==> src/rtl/action_fsm_timed_pkg.sv <==
// Shared types for the frame-stepped fencing action controller:
// saber-state output codes and the internal action state encoding.
package action_fsm_timed_pkg;

    localparam logic [1:0] IN_REST   = 2'b00;
    localparam logic [1:0] IN_LUNGE  = 2'b01;
    localparam logic [1:0] IN_BLOCK  = 2'b10;
    localparam logic [1:0] IN_ATTACK = 2'b11;

    typedef enum logic [2:0] {
        ST_REST,
        ST_LUNGE,
        ST_BLOCK,
        ST_ATTACK,
        ST_SCORE,
        ST_RECOVER,
        ST_KO
    } action_state_t;

    // SCORE, RECOVER and KO all present as a resting saber to the renderer.
    function automatic logic [1:0] saber_code(input action_state_t s);
        case (s)
            ST_LUNGE:  return IN_LUNGE;
            ST_BLOCK:  return IN_BLOCK;
            ST_ATTACK: return IN_ATTACK;
            default:   return IN_REST;
        endcase
    endfunction

endpackage

==> src/rtl/action_fsm_timed_frame_timer.sv <==
// Per-state frame counter: clears on request, advances once per frame step,
// and sticks at all-ones so long waits never wrap back into a timeout match.
module action_fsm_timed_frame_timer #(
    parameter int TIMER_WIDTH = 8
) (
    input  logic                   clk,
    input  logic                   rst_n,
    input  logic                   i_clr,
    input  logic                   i_step,
    output logic [TIMER_WIDTH-1:0] o_count
);

    logic [TIMER_WIDTH-1:0] r_count;

    always_ff @(posedge clk or negedge rst_n) begin
        if (!rst_n) begin
            r_count <= '0;
        end else if (i_clr) begin
            r_count <= '0;
        end else if (i_step && (r_count != '1)) begin
            r_count <= r_count + 1'b1;
        end
    end

    assign o_count = r_count;

endmodule

==> src/rtl/action_fsm_timed.sv <==
// Fencing action controller: gestures are captured between frames and the
// state machine, health and attack latch advance once per synchronised frame.
module action_fsm_timed
    import action_fsm_timed_pkg::*;
#(
    parameter int X_WIDTH               = 11,
    parameter int Y_WIDTH               = 10,
    parameter int HEALTH_WIDTH          = 3,
    parameter int MAX_HEALTH            = 5,
    parameter int TIMER_WIDTH           = 8,
    parameter int LUNGE_FRAMES          = 2,
    parameter int ATTACK_TIMEOUT_FRAMES = 30,
    parameter int BLOCK_MAX_FRAMES      = 60,
    parameter int RECOVER_FRAMES        = 15
) (
    input  logic                    clk_pixel_in,
    input  logic                    rst_n_in,
    input  logic                    block_in,
    input  logic                    lunge_in,
    input  logic                    release_in,
    input  logic                    ir_in_valid,
    input  logic                    frame_valid_in,
    input  logic [X_WIDTH-1:0]      saber_x_in,
    input  logic [Y_WIDTH-1:0]      saber_y_in,
    input  logic                    attack_hit_in,
    input  logic                    parry_hit_in,
    input  logic                    opponent_scored_in,
    input  logic                    new_round_in,
    output logic [1:0]              saber_state_out,
    output logic [X_WIDTH-1:0]      attack_x_out,
    output logic [Y_WIDTH-1:0]      attack_y_out,
    output logic [HEALTH_WIDTH-1:0] health_out,
    output logic                    player_scored_out,
    output logic                    ko_out,
    output logic                    data_out_valid
);

    localparam logic [TIMER_WIDTH-1:0]  LUNGE_LAST   = TIMER_WIDTH'(LUNGE_FRAMES - 1);
    localparam logic [TIMER_WIDTH-1:0]  ATTACK_LAST  = TIMER_WIDTH'(ATTACK_TIMEOUT_FRAMES - 1);
    localparam logic [TIMER_WIDTH-1:0]  BLOCK_LAST   = TIMER_WIDTH'(BLOCK_MAX_FRAMES - 1);
    localparam logic [TIMER_WIDTH-1:0]  RECOVER_LAST = TIMER_WIDTH'(RECOVER_FRAMES - 1);
    localparam logic [HEALTH_WIDTH-1:0] HEALTH_FULL  = HEALTH_WIDTH'(MAX_HEALTH);
    localparam logic [HEALTH_WIDTH-1:0] HEALTH_ONE   = HEALTH_WIDTH'(1);

    action_state_t          r_state, w_state_nxt;
    logic                   r_blk_sticky, r_lng_sticky, r_rel_sticky;
    logic                   w_blk, w_lng, w_rel;
    logic [TIMER_WIDTH-1:0] w_timer;
    logic                   w_timer_clr;

    logic [HEALTH_WIDTH-1:0] r_health, w_health_nxt;
    logic [X_WIDTH-1:0]      r_att_x, w_att_x_nxt;
    logic [Y_WIDTH-1:0]      r_att_y, w_att_y_nxt;
    logic                    r_scored, w_scored_nxt;
    logic                    r_dv;

    // A gesture seen on any cycle since the last step counts at this step.
    assign w_blk = r_blk_sticky | (ir_in_valid & block_in);
    assign w_lng = r_lng_sticky | (ir_in_valid & lunge_in);
    assign w_rel = r_rel_sticky | (ir_in_valid & release_in);

    always_ff @(posedge clk_pixel_in or negedge rst_n_in) begin
        if (!rst_n_in) begin
            r_blk_sticky <= 1'b0;
            r_lng_sticky <= 1'b0;
            r_rel_sticky <= 1'b0;
        end else if (frame_valid_in) begin
            r_blk_sticky <= 1'b0;
            r_lng_sticky <= 1'b0;
            r_rel_sticky <= 1'b0;
        end else if (ir_in_valid) begin
            r_blk_sticky <= r_blk_sticky | block_in;
            r_lng_sticky <= r_lng_sticky | lunge_in;
            r_rel_sticky <= r_rel_sticky | release_in;
        end
    end

    assign w_timer_clr = frame_valid_in && (w_state_nxt != r_state);

    action_fsm_timed_frame_timer #(
        .TIMER_WIDTH (TIMER_WIDTH)
    ) u_frame_timer (
        .clk     (clk_pixel_in),
        .rst_n   (rst_n_in),
        .i_clr   (w_timer_clr),
        .i_step  (frame_valid_in),
        .o_count (w_timer)
    );

    always_ff @(posedge clk_pixel_in or negedge rst_n_in) begin
        if (!rst_n_in) begin
            r_state <= ST_REST;
        end else if (frame_valid_in) begin
            r_state <= w_state_nxt;
        end
    end

    always_comb begin
        w_state_nxt = r_state;
        if (new_round_in) begin
            w_state_nxt = ST_REST;
        end else if (opponent_scored_in && (r_state != ST_KO)) begin
            w_state_nxt = (r_health <= HEALTH_ONE) ? ST_KO : ST_RECOVER;
        end else begin
            case (r_state)
                ST_REST: begin
                    if (w_blk)      w_state_nxt = ST_BLOCK;
                    else if (w_lng) w_state_nxt = ST_LUNGE;
                end
                ST_BLOCK: begin
                    if (w_rel || (w_timer == BLOCK_LAST)) w_state_nxt = ST_RECOVER;
                end
                ST_LUNGE: begin
                    if (w_timer == LUNGE_LAST) w_state_nxt = ST_ATTACK;
                end
                ST_ATTACK: begin
                    if (w_rel && attack_hit_in)                  w_state_nxt = ST_SCORE;
                    else if (w_rel || (w_timer == ATTACK_LAST)) w_state_nxt = ST_RECOVER;
                end
                ST_SCORE:   w_state_nxt = ST_RECOVER;
                ST_RECOVER: begin
                    if (w_timer == RECOVER_LAST) w_state_nxt = ST_REST;
                end
                default:    w_state_nxt = r_state;
            endcase
        end
    end

    // player_scored is high for exactly the step that produced the touch.
    always_comb begin
        w_health_nxt = r_health;
        w_att_x_nxt  = r_att_x;
        w_att_y_nxt  = r_att_y;
        w_scored_nxt = 1'b0;
        if (new_round_in) begin
            w_health_nxt = HEALTH_FULL;
            w_att_x_nxt  = '0;
            w_att_y_nxt  = '0;
        end else if (opponent_scored_in && (r_state != ST_KO)) begin
            w_health_nxt = (r_health == '0) ? '0 : r_health - 1'b1;
            w_scored_nxt = (r_state == ST_ATTACK) && w_rel && attack_hit_in;
        end else begin
            case (r_state)
                ST_REST: begin
                    if (!w_blk && w_lng) begin
                        w_att_x_nxt = saber_x_in;
                        w_att_y_nxt = saber_y_in;
                    end
                end
                ST_BLOCK:  w_scored_nxt = parry_hit_in;
                ST_ATTACK: w_scored_nxt = w_rel && attack_hit_in;
                default:   w_scored_nxt = 1'b0;
            endcase
        end
    end

    always_ff @(posedge clk_pixel_in or negedge rst_n_in) begin
        if (!rst_n_in) begin
            r_health <= HEALTH_FULL;
            r_att_x  <= '0;
            r_att_y  <= '0;
            r_scored <= 1'b0;
            r_dv     <= 1'b0;
        end else begin
            r_dv <= frame_valid_in;
            if (frame_valid_in) begin
                r_health <= w_health_nxt;
                r_att_x  <= w_att_x_nxt;
                r_att_y  <= w_att_y_nxt;
                r_scored <= w_scored_nxt;
            end
        end
    end

    assign saber_state_out   = saber_code(r_state);
    assign ko_out            = (r_state == ST_KO);
    assign attack_x_out      = r_att_x;
    assign attack_y_out      = r_att_y;
    assign health_out        = r_health;
    assign player_scored_out = r_scored;
    assign data_out_valid    = r_dv;

endmodule

==> config.mk <==
export PLATFORM = sky130hd
export DESIGN_NAME = action_fsm_timed
export DESIGN_NICKNAME = d
export VERILOG_FILES = /design/src/rtl/action_fsm_timed_pkg.sv /design/src/rtl/action_fsm_timed_frame_timer.sv /design/src/rtl/action_fsm_timed.sv
export SDC_FILE = /design/constraint.sdc
export NUM_CORES = 1
export LEC_CHECK = 0
export CAP_MARGIN = 10
export CORE_UTILIZATION = 47
export DETAILED_ROUTE_END_ITERATION = 8
export PLACE_DENSITY_LB_ADDON = 0.3
export SYNTH_ARGS = -nofsm -noshare
export SYNTH_HDL_FRONTEND = slang
export SYNTH_SLANG_ARGS = --single-unit
==> constraint.sdc <==
create_clock -name clk_pixel_in -period 2.8 [get_ports clk_pixel_in]
set_input_delay 0.7 -clock clk_pixel_in [delete_from_list [all_inputs] [get_ports clk_pixel_in]]
set_output_delay 0.7 -clock clk_pixel_in [all_outputs]
set_load 0.01 [all_outputs]
==> metrics.yaml <==
detail_route.wl_per_cell_um: 15.2
drive_gt1_frac: 0.0927
synthCells: 198
area_growth_pct: 39.4
syn_nets: 235
synth_ff_type: "dfrtp_1"
cp-start-kind: "register"
cp-startpoint: "r_state[2]$_DFFE_PN0P_"
syn-cell-area_sq_mm: 0.00206
power.total_uw: 1670
min_path_type: "register to register"
nFillCells: 316
numCtsBuffers: 5
regArea_sq_mm: 0.00100
root_buffer: "clkbuf_8"
drv_slew: 0
seq_area_frac_synth: 0.488
grt_pass1_wl_um: 7350
insertion_delay_ns: 0.29
antenna_found_initial: 0
core_region_area_sq_mm: 0.00412
nets: 295
clk_pin_slew_ns: 0.08
gp_congestion: 0.850
holdBufCountCts: 0
hold_start: "health_out[0]$_DFFE_PN1P_"
drc: 0
rsz0062_at_grt: "false"
stdcell_area_sq_mm: 0.00287
io_buffers: 60
vias: 1772
synth_edf_count: 0
min_period_over_period: 0.895
end_kind: "output port"
finalNonFillerCells: 309
initialDrtViolationCount: 191
hold_viol: 0
final_antenna_net_count: 0
r2r_start: "u_frame_timer.o_count[5]$_DFFE_PN0P_"
place_hpwl_um: 3260
die_width_um: 68.2
grt_pass1_vias: 1676
final_cell_mix: "clkdlybuf4s50_1 (59), dfrtp_1 (38), a22o_1 (21)"
critPathMaxFanout: 15
place_inst: 301
leakagePower_uw: 0.00125
outcome: "finished, final reports clean"
max_slew_margin: 0.430
pwr_density_cell_mw_per_mm2: 583
ys_async_sr_fraction: 1.00
fin_crit_ns: 2.51
max-clock-path-buffers: 2
syn_avg_cell_area_sq_um: 10.4
ys_types: 53
via_per_inst: 5.73
worstSetupPathType: "register to output port"
ir_drop_mv: 0.362
first_pass_iters: 4
gr-total-overflow: 0
multi_input_area_sq_um: 977
ys_ff_latch: 40
crit_arrival_ns: 1.81
worstMarginPinSlew_ns: 0.856
fmax_mhz: 399
die_area_sq_mm: 0.00465
finalClockSkew_ns: 0.00649
yosys_warnings: 0
numClockSinks: 40
h-tree-depth: 2
cts_tree: "done"
fin_setup_tns_ns: 0
worstPathRequired_ns: 2.10
postCtsResizedCells: 0
diodes: 0
final_common_cell: "clkdlybuf4s50_1"
start_util: 0.500
track_usage: 0.215
wl_um: 4680
rows: 23
postCtsSetupBuffers: 0
grt_max_degree: 41
maxCapViolations: 0
die_h_um: 68.2
fin_util: 0.697
ioPinCount: 61
post_dp_cell_area_sq_mm: 0.00271
setup_viol: 0
==> kinds of logic after synthesis <==
kind of cell	after synthesis	synth area share
AO/OA/AOI/OAI	63	0.253
XOR/XNOR	7	0.0298
adder cells (fa/ha/maj)	5	0.0304
buffers and inverters	22	0.0407
flip-flops	40	0.488
multiplexers	2	0.0103
AND/OR/NAND/NOR	59	0.148
==> layer usage <==
| metal | GRT usage | vias up | part of all wire |
|---|---|---|---|
| li1 | - | 848 | - |
| met1 | 0.280 | 828 | 0.46 |
| met2 | 0.320 | 86 | 0.43 |
| met3 | 0.0717 | 10 | 0.086 |
| met4 | 0.0990 | 0 | 0.019 |
| met5 | 0 | - | 0 |
==> per-stage QoR <==
step / hold WS, ns / setup slack, ns
floorplan: 0.404 / 0.676
finish: 0.485 / 0.295
detailed placement: 0.472 / 0.0895
global placement: 0.468 / 0.126
global route: 0.527 / 0.187
CTS: 0.484 / 0.315
==> final cells by class <==
type | count | share of cell area
Clock inverter | 3 | 0.0314
Inverter | 11 | 0.0144
Multi-Input combinational cell | 136 | 0.341
Clock buffer | 5 | 0.0240
Tap cell | 50 | 0.0218
Timing Repair Buffer | 64 | 0.218
Sequential cell | 40 | 0.350
==> synth_stat cells (all sizes together), types with 3 or more instances <==
| library cell | instances | share of area |
|---|---|---|
| o32ai | 3 | 0.016 |
| nor2 | 15 | 0.027 |
| nand2 | 16 | 0.029 |
| a21oi | 9 | 0.022 |
| dfrtp | 38 | 0.46 |
| clkbuf | 9 | 0.016 |
| inv | 11 | 0.020 |
| nand2b | 3 | 0.0091 |
| xor2 | 6 | 0.026 |
| and3 | 4 | 0.012 |
| o21ai | 4 | 0.0097 |
| ha | 5 | 0.030 |
| o21a | 4 | 0.015 |
| a22o | 21 | 0.089 |
| a21o | 3 | 0.011 |
| o221ai | 4 | 0.017 |
==> registers in the layout, indices dropped and copies added, names as in the netlist <==
register and count:
r_rel_sticky 1, r_blk_sticky 1, data_out_valid 1, attack_y_out 10, health_out 3, r_state 3
player_scored_out 1, attack_x_out 11, u_frame_timer.o_count 8, r_lng_sticky 1
==> worst max-delay path: stages (launching register included) <==
cell	delay, ns
dfrtp_1	0.55
nand2b_1	0.32
inv_2	0.12
clkdlybuf4s50_1	0.53
==> final timing paths <==
check                                                  endpoint  slack (ns)  cells after the start
hold reg to reg                       health_out[0]$_DFFE_PN1P_        0.49                      2
setup reg to reg           u_frame_timer.o_count[0]$_DFFE_PN0P_        0.45                      6
max in group asynchronous           attack_y_out[1]$_DFFE_PN0P_        1.75                      1
min in group asynchronous              r_blk_sticky$_DFFE_PN0P_        0.51                      1
hold / removal                        health_out[0]$_DFFE_PN1P_        0.49                      2
setup / recovery                             saber_state_out[1]        0.29                      3
==> report_power, final <==
part	total, uW	leakage (uW)	switching, uW	internal (uW)
registers	682	0.000538	61.2	620
clock network	647	0.0000784	201	446
logic	346	0.000631	167	179
Power figures use the tool's default switching activity.
